[src/rtl/reg_xfer_ctrl_if.sv]
// Request/status bundle for reg_xfer_ctrl. Optional load-port signals exist
// only when REG_XFER_LOAD_EN is defined.
interface reg_xfer_ctrl_if;
    logic       start;
    logic [1:0] op;
    logic [1:0] src;
    logic [1:0] dst;
    logic [3:0] a_out;
    logic [3:0] b_out;
    logic [3:0] c_out;
    logic [3:0] bus_out;
    logic       busy;
    logic       done;
    logic       err;
`ifdef REG_XFER_LOAD_EN
    logic       ld_en;
    logic [1:0] ld_sel;
    logic [3:0] ld_data;

    modport master (
        output start, op, src, dst, ld_en, ld_sel, ld_data,
        input  a_out, b_out, c_out, bus_out, busy, done, err
    );
    modport slave (
        input  start, op, src, dst, ld_en, ld_sel, ld_data,
        output a_out, b_out, c_out, bus_out, busy, done, err
    );
`else
    modport master (
        output start, op, src, dst,
        input  a_out, b_out, c_out, bus_out, busy, done, err
    );
    modport slave (
        input  start, op, src, dst,
        output a_out, b_out, c_out, bus_out, busy, done, err
    );
`endif
endinterface

[src/rtl/reg_xfer_ctrl.sv]
// Three-register transfer controller (MOVE/SWAP/INC/DEC over one shared bus).
// Define REG_XFER_LOAD_EN to add the direct register load port.
module reg_xfer_ctrl (
    input  logic              clk,
    input  logic              rst_n,
    reg_xfer_ctrl_if.slave    xf
);
    typedef enum logic [2:0] {
        IDLE = 3'd0,
        S1   = 3'd1,
        S2   = 3'd2,
        S3   = 3'd3,
        DONE = 3'd4
    } state_t;

    localparam logic [1:0] OP_MOVE = 2'd0;
    localparam logic [1:0] OP_SWAP = 2'd1;
    localparam logic [1:0] OP_INC  = 2'd2;
    localparam logic [1:0] OP_DEC  = 2'd3;

    state_t     state_r;
    state_t     state_s;
    logic [1:0] op_r;
    logic [1:0] src_r;
    logic [1:0] dst_r;
    logic [3:0] a_r;
    logic [3:0] b_r;
    logic [3:0] c_r;
    logic       busy_r;
    logic       done_r;
    logic       err_r;

    logic [3:0] bus_s;
    logic       wr_en_s;
    logic [1:0] wr_sel_s;
    logic       accept_s;
    logic       reject_s;
    logic [1:0] tmp_idx_s;
    logic       load_s;
    logic [1:0] ld_sel_s;
    logic [3:0] ld_data_s;

    function automatic logic [3:0] rd_reg(input logic [1:0] idx,
                                          input logic [3:0] ra,
                                          input logic [3:0] rb,
                                          input logic [3:0] rc);
        logic [3:0] val;
        case (idx)
            2'd0:    val = ra;
            2'd1:    val = rb;
            2'd2:    val = rc;
            default: val = 4'd0;
        endcase
        return val;
    endfunction

    function automatic logic req_invalid(input logic [1:0] op,
                                         input logic [1:0] src,
                                         input logic [1:0] dst);
        logic src_used;
        src_used = (op == OP_MOVE) || (op == OP_SWAP);
        return (dst == 2'd3) ||
               (src_used && (src == 2'd3)) ||
               ((op == OP_SWAP) && (src == dst));
    endfunction

`ifdef REG_XFER_LOAD_EN
    assign load_s    = xf.ld_en && (xf.ld_sel != 2'd3);
    assign ld_sel_s  = xf.ld_sel;
    assign ld_data_s = xf.ld_data;
`else
    assign load_s    = 1'b0;
    assign ld_sel_s  = 2'd0;
    assign ld_data_s = 4'd0;
`endif

    // SWAP parks reg[src] in the register named by neither operand
    assign tmp_idx_s = 2'd3 - src_r - dst_r;

    // Next-state, bus source and single register write-port selection
    always_comb begin
        state_s  = state_r;
        bus_s    = 4'd0;
        wr_en_s  = 1'b0;
        wr_sel_s = 2'd0;
        accept_s = 1'b0;
        reject_s = 1'b0;
        case (state_r)
            IDLE: begin
                if (load_s) begin
                    wr_en_s  = 1'b1;
                    wr_sel_s = ld_sel_s;
                    bus_s    = ld_data_s;
                end else if (xf.start) begin
                    accept_s = 1'b1;
                    if (req_invalid(xf.op, xf.src, xf.dst)) begin
                        reject_s = 1'b1;
                        state_s  = DONE;
                    end else begin
                        state_s  = S1;
                    end
                end else begin
                    state_s = IDLE;
                end
            end
            S1: begin
                wr_en_s = 1'b1;
                case (op_r)
                    OP_MOVE: begin
                        bus_s    = rd_reg(src_r, a_r, b_r, c_r);
                        wr_sel_s = dst_r;
                        state_s  = DONE;
                    end
                    OP_SWAP: begin
                        bus_s    = rd_reg(src_r, a_r, b_r, c_r);
                        wr_sel_s = tmp_idx_s;
                        state_s  = S2;
                    end
                    OP_INC: begin
                        bus_s    = rd_reg(dst_r, a_r, b_r, c_r) + 4'd1;
                        wr_sel_s = dst_r;
                        state_s  = DONE;
                    end
                    OP_DEC: begin
                        bus_s    = rd_reg(dst_r, a_r, b_r, c_r) - 4'd1;
                        wr_sel_s = dst_r;
                        state_s  = DONE;
                    end
                    default: begin
                        wr_en_s = 1'b0;
                        state_s = DONE;
                    end
                endcase
            end
            S2: begin
                wr_en_s  = 1'b1;
                bus_s    = rd_reg(dst_r, a_r, b_r, c_r);
                wr_sel_s = src_r;
                state_s  = S3;
            end
            S3: begin
                wr_en_s  = 1'b1;
                bus_s    = rd_reg(tmp_idx_s, a_r, b_r, c_r);
                wr_sel_s = dst_r;
                state_s  = DONE;
            end
            DONE: begin
                state_s = IDLE;
            end
            default: begin
                state_s = IDLE;
            end
        endcase
    end

    // State register and registered status flags aligned with the new state
    always_ff @(posedge clk) begin
        if (!rst_n) begin
            state_r <= IDLE;
            busy_r  <= 1'b0;
            done_r  <= 1'b0;
            err_r   <= 1'b0;
        end else begin
            state_r <= state_s;
            busy_r  <= (state_s != IDLE);
            done_r  <= (state_s == DONE);
            err_r   <= reject_s;
        end
    end

    // Request capture at the accepting edge
    always_ff @(posedge clk) begin
        if (!rst_n) begin
            op_r  <= 2'd0;
            src_r <= 2'd0;
            dst_r <= 2'd0;
        end else if (accept_s) begin
            op_r  <= xf.op;
            src_r <= xf.src;
            dst_r <= xf.dst;
        end
    end

    // Register file: one write per cycle, always sourced from the bus
    always_ff @(posedge clk) begin
        if (!rst_n) begin
            a_r <= 4'd0;
            b_r <= 4'd0;
            c_r <= 4'd0;
        end else if (wr_en_s) begin
            case (wr_sel_s)
                2'd0:    a_r <= bus_s;
                2'd1:    b_r <= bus_s;
                2'd2:    c_r <= bus_s;
                default: a_r <= a_r;
            endcase
        end
    end

    assign xf.a_out   = a_r;
    assign xf.b_out   = b_r;
    assign xf.c_out   = c_r;
    assign xf.bus_out = bus_s;
    assign xf.busy    = busy_r;
    assign xf.done    = done_r;
    assign xf.err     = err_r;
endmodule

[src/flat_wrapper.sv]
// flat-port wrapper written by rule: the top's interface ports become plain ports
module reg_xfer_ctrl_flat 
  (clk, rst_n, xf_start, xf_op, xf_src, xf_dst, xf_a_out, xf_b_out, xf_c_out, xf_bus_out, xf_busy, xf_done, xf_err);
  reg_xfer_ctrl_if xf_i ();
  input  logic clk;
  input  logic rst_n;
  input wire logic [$bits(xf_i.start)-1:0] xf_start;
  input wire logic [$bits(xf_i.op)-1:0] xf_op;
  input wire logic [$bits(xf_i.src)-1:0] xf_src;
  input wire logic [$bits(xf_i.dst)-1:0] xf_dst;
  output wire logic [$bits(xf_i.a_out)-1:0] xf_a_out;
  output wire logic [$bits(xf_i.b_out)-1:0] xf_b_out;
  output wire logic [$bits(xf_i.c_out)-1:0] xf_c_out;
  output wire logic [$bits(xf_i.bus_out)-1:0] xf_bus_out;
  output wire logic [$bits(xf_i.busy)-1:0] xf_busy;
  output wire logic [$bits(xf_i.done)-1:0] xf_done;
  output wire logic [$bits(xf_i.err)-1:0] xf_err;
  assign xf_i.start = xf_start;
  assign xf_i.op = xf_op;
  assign xf_i.src = xf_src;
  assign xf_i.dst = xf_dst;
  assign xf_a_out = xf_i.a_out;
  assign xf_b_out = xf_i.b_out;
  assign xf_c_out = xf_i.c_out;
  assign xf_bus_out = xf_i.bus_out;
  assign xf_busy = xf_i.busy;
  assign xf_done = xf_i.done;
  assign xf_err = xf_i.err;
  reg_xfer_ctrl u_core (.clk(clk), .rst_n(rst_n), .xf(xf_i));
endmodule
[config.mk]
export PLATFORM = sky130hd
export DESIGN_NAME = reg_xfer_ctrl_flat
export DESIGN_NICKNAME = d
export VERILOG_FILES = /design/src/rtl/reg_xfer_ctrl_if.sv /design/src/rtl/reg_xfer_ctrl.sv /design/src/flat_wrapper.sv
export SDC_FILE = /design/constraint.sdc
export NUM_CORES = 1
export LEC_CHECK = 0
export CORE_ASPECT_RATIO = 1.75
export CORE_MARGIN = 2
export CORE_UTILIZATION = 35
export DETAILED_ROUTE_END_ITERATION = 12
export SYNTH_ARGS = -nofsm -noshare
export SYNTH_HDL_FRONTEND = slang
export SYNTH_SLANG_ARGS = --single-unit
export TNS_END_PERCENT = 1
[constraint.sdc]
create_clock -name clk -period 6.6 [get_ports clk]
set_clock_uncertainty 0.2 [all_clocks]
set_input_delay 1.32 -clock clk [delete_from_list [all_inputs] [get_ports clk]]
set_output_delay 1.32 -clock clk [all_outputs]
set_load 0.05 [all_outputs]
After elaboration in Yosys (flattened, before gate mapping)
Index checks and enable logic that the tools add are counted.
{"block": "totals", "output_inout_bits": 19, "elab_cells": 72, "inputBits": 9, "mem_bits_ro": 0, "ff_bits": 24, "latchBits": 0, "n_memories": 0, "ramBits": 0}
{"block": "classes", "add_sub_neg": 4, "n_mul": 0, "div": 0, "bitwise_logic": 0, "n_mux": 19, "n_shift": 0, "magnitude_cmp": 0, "eq_ne": 19, "reduce_logical": 20}
{"cell": "one-hot mux 4 bit (3 select lines)", "count": 5}
{"cell": "== test 2 bit (second input constant)", "count": 8}
{"cell": "two-way mux 4 bit", "count": 4}
{"cell": "== test 2 x 1 -> 1 bit (second input constant)", "count": 6}
{"cell": "zero test 2 bit", "count": 6}
{"cell": "one-hot mux 3 bit (4 select lines)", "count": 1}
{"cell": "== test 3 x 2 -> 1 bit (second input constant)", "count": 2}
{"cell": "two-way mux 3 bit", "count": 2}
{"cell": "one-hot mux 2 bit (3 select lines)", "count": 1}
{"cell": "one-hot mux 3 bit (2 select lines)", "count": 1}
{"cell": "AND reduction 2 bit", "count": 3}
{"cell": "OR reduction 3 bit", "count": 2}
{"cell": "adder 4 x 1 -> 4 bit (second input constant)", "count": 1}
{"cell": "two-way mux 1 bit", "count": 4}
{"cell": "one-hot mux 2 bit (2 select lines)", "count": 1}
{"cell": "subtractor 4 x 1 -> 4 bit (second input constant)", "count": 1}
{"cell": "== test 3 x 1 -> 1 bit (second input constant)", "count": 1}
{"cell": "== test 3 bit (second input constant)", "count": 1}
{"cell": "zero test 3 bit", "count": 1}
{"cell": "logical OR 1 bit", "count": 3}
{"cell": "AND reduction 3 bit", "count": 1}
{"cell": "nonzero test 3 bit", "count": 1}
{"cell": "== test 2 bit", "count": 1}
{"cell": "logical AND 1 bit", "count": 2}
{"cell": "other kinds (3)", "count": 3}

Depth between registers and ports, before layout
Gate-level depths: netlist (run 1).
{"block": "depth", "depth_word": 9, "depth_mapped": 10, "depth_no_buf": 9}

Worst setup path before layout (run 1)
Ideal clock, no wire load.
{"block": "synth_timing", "path_kind": "reg2out", "from": "register u_core.b_r[0], in the netlist u_core.xf.b_out[0]", "to": "output port xf_bus_out[2]", "path_buffers": 0, "setup_slack_ns": 2.169, "path_stages_with_launch": 9, "required_ns": 5.080, "t_arrival_ns": 2.911, "cell_sequence": "dfxtp_1 > mux2i_1 > o2bb2ai_1 > inv_1 > fa_1 > xor2_1 > a221oi_1 > a22oi_1 > o22ai_1"}
{"block": "synth_between", "elab_chain_len": 6, "word_cells_on_any_way": 9, "cone_classes": "add/sub (2); mux (7)"}
{"element": "start: declaration", "line_no": "reg_xfer_ctrl.sv:27", "rtl": "logic [3:0] b_r;"}
{"element": "start signal: assignment", "line_no": "reg_xfer_ctrl.sv:193", "rtl": "2'd1: b_r <= bus_s;"}
{"element": "one-hot mux 4 bit (3 select lines) *", "line_no": "reg_xfer_ctrl.sv:48", "rtl": "case (idx)"}
{"element": "two-way mux 4 bit", "line_no": "reg_xfer_ctrl.sv:108", "rtl": "case (op_r)"}
{"element": "two-way mux 4 bit", "line_no": "reg_xfer_ctrl.sv:88", "rtl": "case (state_r)"}
{"element": "subtractor 4 x 1 -> 4 bit / adder 4 x 1 -> 4 bit (equally long branches)", "line_no": "reg_xfer_ctrl.sv:125, reg_xfer_ctrl.sv:120"}
{"element": "one-hot mux 4 bit (3 select lines) *", "line_no": "reg_xfer_ctrl.sv:108"}
{"element": "one-hot mux 4 bit (3 select lines) *", "line_no": "reg_xfer_ctrl.sv:88"}
{"element": "end: declaration", "line_no": "flat_wrapper.sv:14", "rtl": "output wire logic [$bits(xf_i.bus_out)-1:0] xf_bus_out;"}
Mark *: on every way between the ends. The rest lies on a longest branch, timed or not. The select of a mux whose other input is x is not followed.

Final worst setup path (run 1)
{"block": "layout_timing", "from": "register u_core.dst_r[1]", "to": "output port xf_bus_out[2]"}
{"block": "layout_between", "elab_chain_len": 7, "word_cells_on_any_way": 17, "cone_classes": "add/sub (3); eq/ne (4); mux (8); reduce/logical (2)"}
{"element": "start: declaration", "line_no": "reg_xfer_ctrl.sv:25", "rtl": "logic [1:0] dst_r;"}
{"element": "start signal: assignment", "line_no": "reg_xfer_ctrl.sv:180", "rtl": "dst_r <= xf.dst;"}
{"element": "== test 2 bit (tied with other cells)", "line_no": "reg_xfer_ctrl.sv:48"}
{"element": "one-hot mux 4 bit (3 select lines)", "line_no": "reg_xfer_ctrl.sv:48"}
{"element": "two-way mux 4 bit", "line_no": "reg_xfer_ctrl.sv:108"}
{"element": "two-way mux 4 bit", "line_no": "reg_xfer_ctrl.sv:88"}
{"element": "subtractor 4 x 1 -> 4 bit / adder 4 x 1 -> 4 bit (equally long branches)", "line_no": "reg_xfer_ctrl.sv:125, reg_xfer_ctrl.sv:120"}
{"element": "one-hot mux 4 bit (3 select lines)", "line_no": "reg_xfer_ctrl.sv:108"}
{"element": "one-hot mux 4 bit (3 select lines) *", "line_no": "reg_xfer_ctrl.sv:88"}
Marked as above.

==> results of run 1 <==
[area by class of cell]
class                      count  area [sq um]  share of cell area [%]
timing repair buffer          27         270.3                   14.74
clock buffer                   3         41.29                   2.253
tap                           49         61.31                   3.345
multi-input combinational    135         942.2                   51.40
sequential                    24         480.5                   26.21
inverter                      10         37.54                   2.048
[flip-flops by register name, summed over array words and instances (netlist names)]
signal,count
u_core.src_r,2
u_core.op_r,2
u_core.xf.a_out,4
u_core.state_r,3
u_core.xf.done,1
u_core.xf.b_out,4
u_core.xf.c_out,4
u_core.xf.busy,1
u_core.dst_r,2
u_core.xf.err,1
[cell families after synthesis]
group	share of synthesized area [%]
adder cells (fa/ha/maj)	3.749
AO/OA/AOI/OAI	25.27
AND/OR/NAND/NOR	17.77
buffers and inverters	7.335
flip-flops	31.30
multiplexers	11.33
XOR/XNOR	3.260
[cells in the final DEF, fill, tap and decap left out, types with 2 or more instances in the layout]
cell / count
o21ai_0: 14
clkdlybuf4s50_1: 27
nand2_1: 12
mux2i_1: 14
a21o_1: 4
a31o_1: 2
a31oi_1: 9
mux2_2: 3
dfxtp_1: 24
nor2_1: 13
a22oi_1: 5
and3_1: 2
o21ai_1: 2
nor3b_1: 3
ha_1: 3
xor2_1: 2
nor2b_1: 12
inv_1: 10
a21oi_1: 10
o2bb2ai_1: 4
clkbuf_8: 3
[per-layer routing]
metal  track usage [%]  up-vias  part of all wire, %
met5                 0        -                    0
met4             9.375        0                  3.1
met3             1.954       12                  3.3
met2             30.59       35                   51
met1             24.19      654                   42
li1                  -      689                    -
[power by group through the flow]
stage               sequential (mW)  clock [mW]  combinational [mW]
finish                        0.168      0.0866              0.0844
global route                  0.169      0.0961              0.0912
CTS                           0.168      0.0902              0.0844
detailed placement            0.171           0              0.0840
global placement              0.171           0              0.0839
floorplan                     0.174           0              0.0547
[worst paths after layout]
kind / start / to / slack (ns) / depth (start not counted)
setup / recovery: u_core.dst_r[1] / xf_bus_out[2] / 1.61 / 9
hold / removal: u_core.xf.a_out[3] / u_core.xf.a_out[3] / 0.40 / 2
setup reg to reg: u_core.dst_r[1] / u_core.xf.c_out[2] / 3.81 / 9
hold reg to reg: u_core.xf.a_out[3] / u_core.xf.a_out[3] / 0.40 / 2
[worst max-delay path, delay by kind of cell, from the launching register on]
kind / cells / cell delay [ns]
AOI/OAI and AO/OA: 4 / 0.89
xor gates and xnor gates: 1 / 0.17
adders and majority gates: 1 / 0.38
buffers and inverters: 2 / 0.97
DFF: 1 / 0.49
and+or+nand+nor: 1 / 0.31
==> flow_summary.yaml, run 1 <==
worst_setup_path:
  cp_data_required_time_ns: 5.08
  critPathSlowestCell: "clkdlybuf4s50_1"
  path_cells: "nor2b_1, o2bb2ai_1, inv_1, fa_1, xor2_1, a221oi_1, a22oi_1, o22ai_1, clkdlybuf4s50_1"
  crit_type: "flip-flop to output port"
  max_stage_delay_ns: 0.87
  crit_fanout: 8
  cp-end-kind: "output port"
  arrival_ns: 3.47
  start_kind: "flip-flop"
clock_tree:
  cts_resized: 0
  hold_buffers: 0
  postCtsSetupBuffers: 0
  clk_pin_slew_ns: 0.08
  clk_latency_ns: 0.26
  cts_tree: "done"
  cts_sinks: 24
  cts-root-buf: "clkbuf_8"
  cts_buffer_depth: 2
  cts_inserted_buffers: 3
  cts_max_level: 1
layout:
  final_area_sq_mm: 0.001833
  drive_gt1_share_pct: 6.030
  fin_nets: 214
  num-fill-cells: 447
  insertedDiodeCount: 0
  final_core_util_pct: 43.76
  final_cells: 248
  area_growth_pct: 19.40
synth:
  yosysMostFrequentCell: "dfxtp_1"
  mappedNetlistArea_sq_mm: 0.001535
  synth.ff_latch_count: 24
  syn-num-nets: 196
  syn_inst: 183
  yosysTopAreaCell: "dfxtp_1"
  synth_common_cells: "24 x dfxtp_1, 14 x mux2i_1, 14 x o21ai_0"
  synth.avg_cell_area_sq_um: 8.389
  synth_warnings: 0
  synthArstFlopShare_pct: 0
  yosys-top-cells-area: "dfxtp_1 31%, mux2i_1 9.1%, nor2b_1 4.9%"
  synth_flop_cell: "dfxtp_1"
  yosysSeqAreaShare_pct: 31.30
  synthDominantCellAreaShare_pct: 31.30
  synth_edf_count: 0
  synth_cell_type_count: 43
floorplan:
  io_pins: 28
  die_h_um: 91.61
  fp-row-count: 31
  initial_utilization_pct: 36.65
  core_sq_mm: 0.004189
  die_area_sq_mm: 0.004953
  die_x_um: 54.07
global_routing:
  grt_pass1_wl_um: 6982
  antenna_found_initial: 0
  grt_use_total_pct: 18.98
  grt_overflow_total: 0
  grt_max_degree: 28
  grt_pass1_vias: 1404
timing:
  rsz0062_at_grt: "false"
  slew_headroom_pct: 36.42
  final.setup.tns_ns: 0
  whs_ns: 0.3997
  finalWorstPathRequiredPeriod_ns: 4.988
  setup_viol_count_final: 0
  finalCritPeriodShare_pct: 75.58
  fmax_ghz: 0.2005
  finalHoldViolations: 0
  max_slew.worst_pin.slew_ns: 0.9512
  slew_viol_final: 0
  fin_ws_ns: 1.612
placed_design:
  pre_cts_slack_ns: 1.935
  routabilityCongestion: 0.9475
  post_dp_cell_area_sq_mm: 0.001792
  numPortBuffers: 27
  dp_hpwl_um: 3063
  place_inst: 245
pwr:
  vdd_drop_max_mv: 0.09997
  p_seq_share_pct: 49.6
  total_power_mw: 0.3392
  swShare_pct: 32.62
  pwr-share-clk_pct: 25.5
  cellPowerDensity_mw_per_mm2: 185.1
  p_comb_share_pct: 24.9
  switchingPower_mw: 0.1107
  intPower_mw: 0.2286
  p_leak_nw: 0.6923
drt:
  vias_per_cell: 5.605
  firstDrtPassIters: 4
  drtIter0Drc: 51
  final_antenna_net_count: 0
  routedWlPerCell_um: 17.17
  drc_errors: 0
  drt_wl_total_um: 4258
  num_vias: 1390
run_status:
  status: "finished clean"
min_path:
  hold_path.class: "flip-flop to flip-flop"
flow_run:
  max_cap_viol_count: 0
Note: power is estimated with default switching activity, not from simulation.
==> run 2: changes to the inputs <==
==> constraint.sdc (replaced) <==
create_clock -name clk -period 5.1 [get_ports clk]
set_clock_uncertainty 0.2 [all_clocks]
set_input_delay 1.02 -clock clk [delete_from_list [all_inputs] [get_ports clk]]
set_output_delay 1.02 -clock clk [all_outputs]
set_load 0.05 [all_outputs]
==> flow_summary.yaml, run 2 (synthesized netlist as in run 1, its figures left out) <==
run_status:
  status: "finished clean"
layout:
  num-fill-cells: 436
  layout_commonest_cell: "clkdlybuf4s50_1"
  drive_gt1_share_pct: 6.030
  final_area_sq_mm: 0.001833
  mostFrequentLayoutCells: "27 x clkdlybuf4s50_1, 24 x dfxtp_1, 14 x mux2i_1, 14 x o21ai_0, 13 x nor2_1"
  fin_nets: 214
  insertedDiodeCount: 0
  area_growth_pct: 19.40
pwr:
  cellPowerDensity_mw_per_mm2: 240.6
  vdd_drop_max_mv: 0.1254
  p_leak_nw: 0.6923
timing:
  finalWorstPathRequiredPeriod_ns: 4.717
  setup_viol_count_final: 0
  slew_viol_final: 0
  final.setup.tns_ns: 0
  rsz0062_at_grt: "false"
  slew_headroom_pct: 34.40
  finalCritPeriodShare_pct: 92.49
  finalHoldViolations: 0
  max_slew.worst_pin.slew_ns: 0.9815
  fmax_ghz: 0.2120
drt:
  num_vias: 1406
  drt_wl_total_um: 4282
  drc_errors: 0
  drtIter0Drc: 51
  final_antenna_net_count: 0
  routedWlPerCell_um: 17.27
  vias_per_cell: 5.669
  firstDrtPassIters: 4
worst_setup_path:
  cp-end-kind: "output port"
  crit_type: "flip-flop to output port"
  start_kind: "flip-flop"
  crit_fanout: 8
  arrival_ns: 3.50
  cp_data_required_time_ns: 3.88
floorplan:
  die_x_um: 54.07
  io_pins: 28
  fp-row-count: 31
  initial_utilization_pct: 36.65
  core_sq_mm: 0.004189
  die_h_um: 91.61
  die_area_sq_mm: 0.004953
clock_tree:
  cts_resized: 0
  cts_tree: "done"
  cts-root-buf: "clkbuf_8"
  clk_pin_slew_ns: 0.08
  clk_latency_ns: 0.27
  hold_buffers: 0
  cts_buffer_depth: 2
  postCtsSetupBuffers: 0
  cts_max_level: 1
  cts_sinks: 24
  cts_inserted_buffers: 3
flow_run:
  max_cap_viol_count: 0
global_routing:
  antenna_found_initial: 0
  grt_pass1_wl_um: 7044
  grt_pass1_vias: 1371
  grt_use_total_pct: 19.10
  grt_max_degree: 28
  grt_overflow_total: 0
placed_design:
  dp_hpwl_um: 3108
  numPortBuffers: 27
  post_dp_cell_area_sq_mm: 0.001792
  routabilityCongestion: 0.9456
min_path:
  hold_path.class: "flip-flop to flip-flop"
run 2: cell counts in the layout (fill, tap and decap cells not counted):
Identical to the previous run, type by type.
run 2: final cells by class:
class,count,area (sq um),share of cell area (%)
Clock buffer,3,41.29,2.253
Timing Repair Buffer,27,270.3,14.74
Tap cell,49,61.31,3.345
Multi-Input combinational cell,135,942.2,51.40
Inverter,10,37.54,2.048
Sequential cell,24,480.5,26.21
run 2: critical path, cell delays in order, from the launching register on:
cell             delay (ns)
dfxtp_1                0.49
nor2b_1                0.31
o2bb2ai_1              0.24
inv_1                  0.10
fa_1                   0.38
xor2_1                 0.17
a221oi_1               0.24
a22oi_1                0.12
o22ai_1                0.31
clkdlybuf4s50_1        0.87
run 2: report_power, final:
group | total [mW] | internal, mW | switching (mW)
logic | 0.109 | 0.0455 | 0.0633
registers | 0.218 | 0.197 | 0.0203
clock network | 0.114 | 0.0530 | 0.0615
total | 0.441 | 0.296 | 0.145
run 2: stage by stage:
| stage | power (mW) | std cells | utilization (%) | worst slack, ns | hold slack (ns) |
|---|---|---|---|---|---|
| after global routing | 0.4646 | 248 | 43.76 | 0.1070 | 0.4552 |
| after global placement | 0.3303 | 245 | 42.77 | 0.7623 | 0.3874 |
| after detailed placement | 0.3303 | 245 | 42.77 | 0.7218 | 0.4029 |
| final | 0.4409 | 248 | 43.76 | 0.3832 | 0.4135 |
| after CTS | 0.4443 | 248 | 43.76 | 0.3976 | 0.4176 |
| after floorplan | 0.2962 | 183 | - | 0.9686 | 0.3348 |
run 2: worst paths after layout:
path,slack (ns),from,end,cells past startpoint
min reg2reg,0.41,u_core.xf.b_out[3],u_core.xf.b_out[3],2
min,0.41,u_core.xf.b_out[3],u_core.xf.b_out[3],2
max reg2reg,2.29,u_core.dst_r[1],u_core.xf.c_out[2],9
max,0.38,u_core.dst_r[1],xf_bus_out[2],9
run 2: per-layer routing:
layer | part of all wire, % | GRT usage (%) | wire length, um | vias up
li1 | - | - | - | 693
met1 | 42 | 24.65 | 1788 | 664
met2 | 52 | 30.08 | 2234 | 39
met3 | 3.3 | 2.117 | 140 | 10
met4 | 2.8 | 10.00 | 119 | 0
met5 | 0 | 0 | 0 | -
